## src/rtl/nib_deser.sv

```systemverilog
// Serial-to-parallel word collector for the run detector front end.
// Gathers gated serial bits into W-bit words and hands them over through a registered valid/ready output.
module nib_deser #(
  parameter int W         = 4,
  parameter int MSB_FIRST = 1,
  parameter int CW        = 8
) (
  input  logic                 clk,
  input  logic                 rst,
  input  logic                 bit_in,
  input  logic                 bit_vld,
  input  logic                 o_rdy,
  input  logic                 clr_ovf,
  output logic [W-1:0]         o_data,
  output logic                 o_vld,
  output logic                 ovf,
  output logic [$clog2(W)-1:0] bit_cnt,
  output logic [CW-1:0]        acc_cnt
);

  localparam int BW = $clog2(W);

  logic [W-1:0]  r_shReg;
  logic [BW-1:0] r_bitCnt;
  logic [W-1:0]  r_data;
  logic          r_vld;
  logic          r_ovf;
  logic [CW-1:0] r_accCnt;

  logic [W-1:0]  w_shNext;
  logic          w_done;
  logic          w_accept;
  logic          w_drop;

  always_comb begin
    w_shNext = r_shReg;
    if (MSB_FIRST != 0) w_shNext = {r_shReg[W-2:0], bit_in};
    else                w_shNext = {bit_in, r_shReg[W-1:1]};
  end

  // A held word blocks the output, so a completion under backpressure is lost.
  assign w_done   = bit_vld && (r_bitCnt == BW'(W-1));
  assign w_accept = r_vld && o_rdy;
  assign w_drop   = w_done && r_vld && !o_rdy;

  always_ff @(posedge clk or posedge rst) begin
    if (rst) begin
      r_shReg  <= '0;
      r_bitCnt <= '0;
    end else if (bit_vld) begin
      r_shReg  <= w_shNext;
      r_bitCnt <= w_done ? '0 : r_bitCnt + 1'b1;
    end
  end

  always_ff @(posedge clk or posedge rst) begin
    if (rst) begin
      r_data <= '0;
      r_vld  <= 1'b0;
    end else if (w_done && (!r_vld || w_accept)) begin
      r_data <= w_shNext;
      r_vld  <= 1'b1;
    end else if (w_accept) begin
      r_vld  <= 1'b0;
    end
  end

  // Set takes priority over clear so an overflow is never silently lost.
  always_ff @(posedge clk or posedge rst) begin
    if (rst)          r_ovf <= 1'b0;
    else if (w_drop)  r_ovf <= 1'b1;
    else if (clr_ovf) r_ovf <= 1'b0;
  end

  always_ff @(posedge clk or posedge rst) begin
    if (rst)           r_accCnt <= '0;
    else if (w_accept) r_accCnt <= r_accCnt + 1'b1;
  end

  assign o_data  = r_data;
  assign o_vld   = r_vld;
  assign ovf     = r_ovf;
  assign bit_cnt = r_bitCnt;
  assign acc_cnt = r_accCnt;

endmodule

```

## config.mk

```make
export PLATFORM = sky130hd
export DESIGN_NAME = nib_deser
export DESIGN_NICKNAME = d
export VERILOG_FILES = /design/src/rtl/nib_deser.sv
export SDC_FILE = /design/constraint.sdc
export NUM_CORES = 1
export LEC_CHECK = 0
export ABC_CLOCK_PERIOD_IN_PS = 2600
export BUFFER_PORTS_ARGS = -buffer_cell sky130_fd_sc_hd__buf_2
export CORE_MARGIN = 4
export CORE_UTILIZATION = 52
export DETAILED_ROUTE_END_ITERATION = 6
export GPL_TIMING_DRIVEN = 0
export HOLD_SLACK_MARGIN = 0.02
export PLACE_DENSITY_LB_ADDON = 0.05
export SLEW_MARGIN = 40
export SYNTH_ARGS = -nofsm -noshare
export SYNTH_HDL_FRONTEND = slang
export SYNTH_SLANG_ARGS = --single-unit
export TNS_END_PERCENT = 20
```

## constraint.sdc

```tcl
create_clock -name clk -period 2.6 [get_ports clk]
set_input_delay 0.39 -clock clk [delete_from_list [all_inputs] [get_ports clk]]
set_output_delay 0.39 -clock clk [all_outputs]
set_load 0.1 [all_outputs]
```

# Word-level counts from Yosys, hierarchy flattened
# Cells that the tools add are included.
# W data, S select, Z words.
[word_totals]
reg_bits = 19
input_bits = 6
word_cells = 24
[classes]
n_mux = 5
n_eq_ne = 1
n_reduce_logical = 10
addsub = 2
[ops]
columns = ["op", "n"]
rows = [
  ["$add A8 B1 Y8 const B", 1],
  ["$logic_and A1 B1 Y1", 5],
  ["$mux W1", 4],
  ["$reduce_bool A2 Y1", 2],
  ["$add A2 B1 Y2 const B", 1],
  ["$eq A2 B2 Y1 const B", 1],
  ["$logic_not A1 Y1", 2],
  ["$mux W2", 1],
  ["$logic_or A1 B1 Y1", 1],
]

# Longest topological paths before layout
# Gate-level depths: netlist of the first run.
[depth]
word_depth = 5
mapped_depth = 4
mapped_depth_nobuf = 4

# Worst setup path after synthesis of the first run
# OpenSTA, ideal clock, no wires.
[synth_path]
kind = "flip-flop to flip-flop"
from = "register r_bitCnt[0] (netlist: bit_cnt[0])"
to = "register r_data[0] (netlist: o_data[0])"
arrival_ps = 1837
path_slack_ps = 638
period_less_slack_ps = 1962
setup_time_ps = 125
stages_incl_launch_ff = 5
cell_sequence = "dfrtp_1 -> ha_1 -> nand2_1 -> nor2b_2 -> mux2_2"
[synth_via]
elab_chain_len = 3
[synth_rtl]
columns = ["element", "line", "text"]
rows = [
  ["start, declared", "24", "logic [BW-1:0] r_bitCnt;"],
  ["start signal, assigned", "52", "r_bitCnt <= w_done ? '0 : r_bitCnt + 1'b1;"],
  ["$eq A2 B2 Y1", "42", "assign w_done = bit_vld && (r_bitCnt == BW'(W-1));"],
  ["$logic_and A1 B1 Y1", "42", ""],
  ["$logic_and A1 B1 Y1", "60", "end else if (w_done && (!r_vld || w_accept)) begin"],
  ["end signal, assigned", "61", "r_data <= w_shNext;"],
  ["end, declared", "25", "logic [W-1:0] r_data;"],
]
# No other way between the ends.
# A chain may end at the register's enable or synchronous reset.

# Worst setup path after layout of the first run
[layout_path]
from = "register r_accCnt[2] (netlist: acc_cnt[2])"
to = "output port acc_cnt[2]"
[layout_rtl]
columns = ["element", "line", "text"]
rows = [
  ["start, declared", "28", "logic [CW-1:0] r_accCnt;"],
  ["start signal, assigned", "77", "else if (w_accept) r_accCnt <= r_accCnt + 1'b1;"],
  ["end, declared", "18", "output logic [CW-1:0] acc_cnt"],
]
# No word-level cell between the ends.

==> metrics.md, run 1 <==
| Metric | Value |
|---|---|
| Status | `complete, no violations` |
| Top cell type's share of synthesized area | `0.612` |
| Setup WS post-layout | `1.01 ns` |
| Routed vias/inst | `5.11` |
| Initial antenna violation count | `0` |
| Post-route ant nets | `0` |
| DP Area | `896 sq um` |
| Finished Cell Area | `922 sq um` |
| Most common cell after layout, fill and taps aside | `buf_2` |
| Total wire length | `1.20 mm` |
| Total nets after synthesis | `66` |
| Initial Util | `0.576` |
| Clock-pin slew on the worst setup and hold paths | `0.10 ns` |
| CP cell instances | `buf_2` |
| Via Count | `496` |
| Die H | `46.7 um` |
| Largest net degree at the start of global routing | `20` |
| Final Critical Period | `1.59 ns` |
| Total Neg Setup Slack | `0 ns` |
| Clock sinks | `19` |
| Worst Skew | `0.00320 ns` |
| WP buf/inv | `1` |
| Final Cycle Share | `0.611` |
| Syn avg cell area | `13.4 sq um` |
| Cells after DPL | `93` |
| Relative slew margins | `0.546` |
| Critical path's slowest cell | `buf_2` |
| CP max FO | `6` |
| Post-Syn Instances | `58` |
| Finished Layout Cells | `97` |
| Count of final setup violators | `0` |
| CP Capture Type | `output port` |
| Reg area | `475 sq um` |
| Synth area leader | `dfrtp_1` |
| RSZ-0062 raised after global routing | `no` |
| Post-CTS setup buffer count | `0` |
| Post-CTS sizing | `0` |
| Port Buffer Count | `20` |
| Max_cap viols | `0` |
| Die X | `46.7 um` |
| Number of synthesized register bits | `19` |
| Proportion of layout cells with a drive suffix above 1 | `0.427` |
| Die area | `2180 sq um` |
| Seq/Total Area, Yosys | `0.612` |
| CTS Buf Count | `3` |
| Placement Setup Slack | `1.20 ns` |
| H-tree levels | `1` |
| Max-slew violations | `0` |
| Core area | `1350 sq um` |
| First-pass GRT wire length | `2.00 mm` |
| Worst-skew pair later-pin latency | `0.29 ns` |
| Crit path largest cell delay | `0.46 ns` |
| Reg-to-Reg Start | `bit_cnt[0]$_DFFE_PP0P_` |
| Syn-to-layout area delta | `18.7%` |
| Worst-margin pin slew | `0.680 ns` |
| Grt ovf | `0` |
| Critical R2R Capture | `o_data[3]$_DFFE_PP0P_` |
| Final GP Congestion | `0.768` |
| Top-level I/O count | `22` |
| CP delay by family, top | `buffers and inverters` |
| Initial drt markers | `6` |
| Final hold vios | `0` |
| Setup crit start kind | `register` |
| Hold_buf cts | `0` |
| Number of global-route vias before repair | `461` |
| Multi-input gate area | `285 sq um` |
| DRC Markers | `0` |
| GRT Resource Usage Total | `0.134` |
| Synth top area cells | `dfrtp_1, mux2_2, xnor2_1` |
| N_diodes | `0` |
| Commonest non-fill, non-tap cells in the layout | `buf_2, dfrtp_1, mux2_2, xnor2_1, nand2_1` |
| Max Fclk | `0.629 GHz` |
| R2r setup slk | `1.23 ns` |
| NumNets Final | `91` |
| Avg WL per Cell | `12.4 um` |
| Clk root buf | `clkbuf_4` |
| Post-synth cell types | `16` |
| R2R cell count | `4` |
| 1st-pass router iterations | `2` |
| Synth Cell Area | `777 sq um` |
| Worst hold path type | `in2async` |
| CTS tree | `yes` |
| CP Class | `reg2out` |
| Required @ worst endpoint | `2.21 ns` |
| Filler cells | `108` |
| Critical path arrival | `1.20 ns` |
| Syn. warnings | `0` |
| Clock Path Buffers | `2` |
| Row cnt | `13` |
[how the worst max path moves through the flow]
stage / from / end / slack [ns] / cells past startpoint
2_1_floorplan: bit_cnt[0]$_DFFE_PP0P_ / o_data[0]$_DFFE_PP0P_ / 0.64 / 4
3_3_place_gp: bit_vld / o_data[2]$_DFFE_PP0P_ / 1.20 / 4
3_5_place_dp: bit_vld / o_data[0]$_DFFE_PP0P_ / 1.20 / 4
4_1_cts: acc_cnt[2]$_DFFE_PP0P_ / acc_cnt[2] / 1.0 / 1
5_1_grt: acc_cnt[2]$_DFFE_PP0P_ / acc_cnt[2] / 0.94 / 1
6_report: acc_cnt[2]$_DFFE_PP0P_ / acc_cnt[2] / 1.01 / 1
[per-stage QoR]
stage                     utilization  hold WS, ns
final                           0.683        0.181
after global routing            0.683        0.230
after CTS                       0.683        0.205
after detailed placement        0.664        0.465
after global placement          0.664        0.456
after floorplan                     -        0.341
[synthesized netlist by cell type]
library cell   n
nand2b_1       1
dfrtp_1       19
mux2_2        10
ha_1           2
nand2_1        5
and4_1         1
nor2_1         3
or3b_1         1
nor2b_2        1
inv_1          3
nand3_1        1
o22ai_1        1
nand4_1        2
xor2_1         1
clkbuf_2       1
xnor2_1        6
[kinds of logic (layout without fill, tap and decap cells)]
kind of cell,after synthesis,in the layout,share of synthesized area
AOI/OAI and AO/OA,1,1,0.00806
xor gates and xnor gates,7,7,0.0789
adders and majority gates,2,2,0.0322
buffers and inverters,4,28,0.0209
DFF,19,19,0.612
muxes,10,10,0.145
and+or+nand+nor,15,15,0.103
[worst reg2reg max path, cell delays in order (launching register included)]
cell and delay [ns]:
dfrtp_1 0.40, ha_1 0.18, nand2_1 0.10, nor2b_2 0.22, mux2_2 0.37
[layout make-up]
| cell class | count | area share |
|---|---|---|
| well taps | 15 | 0.0204 |
| clock buffers | 4 | 0.0285 |
| flip-flops and latches | 19 | 0.516 |
| multi-input cells | 35 | 0.309 |
| inverters | 3 | 0.0122 |
| repair buffers | 20 | 0.109 |
| plain buffers | 1 | 0.00543 |
[layer usage]
layer / part of all wire / wire length [um] / GRT usage / up-vias
li1: - / - / - / 245
met1: 0.45 / 541 / 0.159 / 232
met5: 0 / 0 / 0 / -
met3: 0.069 / 83 / 0.0234 / 4
met4: 0.021 / 25 / 0.0829 / 0
met2: 0.46 / 551 / 0.223 / 15
[state kept, by name, indices dropped and copies added, names as in the netlist]
| signal | cells |
|---|---|
| bit_cnt | 2 |
| ovf | 1 |
| o_vld | 1 |
| acc_cnt | 8 |
| o_data | 4 |
| r_shReg | 3 |
Power of run 1 is not shown: default switching activity piles up to over one toggle a cycle in this logic, so the estimate is an artifact.
==> run 2: changes to the inputs <==
--- a/config.mk
+++ b/config.mk
@@ -5,10 +5,10 @@
 export SDC_FILE = /design/constraint.sdc
 export NUM_CORES = 1
 export LEC_CHECK = 0
-export ABC_CLOCK_PERIOD_IN_PS = 2600
+export ABC_CLOCK_PERIOD_IN_PS = 1600
 export BUFFER_PORTS_ARGS = -buffer_cell sky130_fd_sc_hd__buf_2
 export CORE_MARGIN = 4
-export CORE_UTILIZATION = 52
+export CORE_UTILIZATION = 48
 export DETAILED_ROUTE_END_ITERATION = 6
 export GPL_TIMING_DRIVEN = 0
 export HOLD_SLACK_MARGIN = 0.02
==> constraint.sdc (replaced) <==
create_clock -name clk -period 1.6 [get_ports clk]
set_input_delay 0.24 -clock clk [delete_from_list [all_inputs] [get_ports clk]]
set_output_delay 0.24 -clock clk [all_outputs]
set_load 0.1 [all_outputs]
==> metrics.md, run 2 (same netlist as run 1, synthesis figures left out) <==
| Metric | Value |
|---|---|
| Status | `complete, no violations` |
| Filler cells | `133` |
| CP Capture Type | `register` |
| Worst-skew pair later-pin latency | `0.30 ns` |
| RSZ-0062 raised after global routing | `no` |
| R2r setup slk | `0.19 ns` |
| Max_cap viols | `0` |
| Most common cell after layout, fill and taps aside | `buf_2` |
| Final hold vios | `0` |
| Final GP Congestion | `0.669` |
| Final Cycle Share | `0.881` |
| Port Buffer Count | `20` |
| Required @ worst endpoint | `1.79 ns` |
| Total Neg Setup Slack | `0 ns` |
| Count of final setup violators | `0` |
| Clock sinks | `19` |
| Crit path largest cell delay | `0.44 ns` |
| 1st-pass router iterations | `4` |
| Post-CTS setup buffer count | `0` |
| Worst hold path type | `in2async` |
| Worst Skew | `0.00722 ns` |
| Die X | `48.2 um` |
| Routed vias/inst | `5.11` |
| Number of global-route vias before repair | `478` |
| Initial Util | `0.510` |
| Hold_buf cts | `0` |
| Syn-to-layout area delta | `21.3%` |
| Relative slew margins | `0.532` |
| Max Fclk | `0.710 GHz` |
| Initial antenna violation count | `0` |
| Clock-pin slew on the worst setup and hold paths | `0.11 ns` |
| CTS tree | `yes` |
| GRT Resource Usage Total | `0.130` |
| Final Critical Period | `1.41 ns` |
| Setup crit start kind | `register` |
| Total wire length | `1.30 mm` |
| Avg WL per Cell | `13.2 um` |
| DP Area | `915 sq um` |
| Post-route ant nets | `0` |
| Post-CTS sizing | `0` |
| Critical path's slowest cell | `dfrtp_4` |
| Grt ovf | `0` |
| CP cell instances | `ha_1, nand2_1, nor2b_2, mux2_2` |
| Proportion of layout cells with a drive suffix above 1 | `0.561` |
| DRC Markers | `0` |
| Via Count | `501` |
| Largest register FFs | `8` |
| Row cnt | `14` |
| N_diodes | `0` |
| H-tree levels | `1` |
| Worst-margin pin slew | `0.701 ns` |
| Post-detail-place hpwl | `948 um` |
| Die H | `48.2 um` |
| Top-level I/O count | `22` |
| Die area | `2330 sq um` |
| Finished Cell Area | `942 sq um` |
| CP max FO | `4` |
| CP Class | `reg2reg` |
| NumNets Final | `91` |
| Max-slew violations | `0` |
| First-pass GRT wire length | `2.01 mm` |
| Critical path arrival | `1.60 ns` |
| Initial drt markers | `2` |
| CTS Buf Count | `3` |
| Core area | `1520 sq um` |
| Clock Path Buffers | `2` |
| Largest net degree at the start of global routing | `20` |
| Commonest non-fill, non-tap cells in the layout | `buf_2, mux2_2, dfrtp_1, dfrtp_2, xnor2_1` |
| Clk root buf | `clkbuf_4` |
==> run 2: layout make-up <==
class                           instances  area [sq um]  area share
Sequential cell                        19           493       0.523
Multi-Input combinational cell         35           285       0.303
Timing Repair Buffer                   20           100       0.106
Clock buffer                            3          22.5      0.0239
Tap cell                               16          20.0      0.0212
Inverter                                3          11.3      0.0120
Clock inverter                          1          5.00     0.00531
Buffer                                  1          5.00     0.00531
==> run 2: critical path: cells and delay by family, from the launching register on <==
kind          cells  cell delay [ns]
flops             1             0.44
simple gates      2             0.34
fa+ha+maj         1             0.16
mux               1             0.36
==> run 2: final timing paths <==
path | start | to | cells past startpoint
setup / recovery | bit_cnt[0]$_DFFE_PP0P_ | o_data[0]$_DFFE_PP0P_ | 4
hold / removal | rst | bit_cnt[0]$_DFFE_PP0P_ | 2
setup reg to reg | bit_cnt[0]$_DFFE_PP0P_ | o_data[0]$_DFFE_PP0P_ | 4
hold reg to reg | acc_cnt[7]$_DFFE_PP0P_ | acc_cnt[7]$_DFFE_PP0P_ | 1
max in group asynchronous | rst | bit_cnt[1]$_DFFE_PP0P_ | 2
min in group clk | clr_ovf | ovf$_DFFE_PP0P_ | 2
==> run 2: metal layers <==
layer | share of wire | wire (um) | vias up | GRT usage
met5 | 0 | 0 | - | 0
met4 | 0.028 | 36 | 0 | 0.0914
met3 | 0.067 | 87 | 5 | 0.0221
met2 | 0.48 | 628 | 16 | 0.214
met1 | 0.42 | 545 | 239 | 0.151
li1 | - | - | 241 | -
==> run 2: through the flow <==
stage / utilization / hold slack (ns) / cells / worst slack [ns]
after floorplan: - / 0.191 / 58 / -0.0170
after global placement: 0.600 / 0.389 / 94 / 0.204
after detailed placement: 0.600 / 0.398 / 94 / 0.202
after CTS: 0.618 / 0.0599 / 98 / 0.179
after global routing: 0.618 / 0.0701 / 98 / 0.0951
final: 0.618 / 0.0343 / 98 / 0.191
Power of run 2 is left out for the same reason.
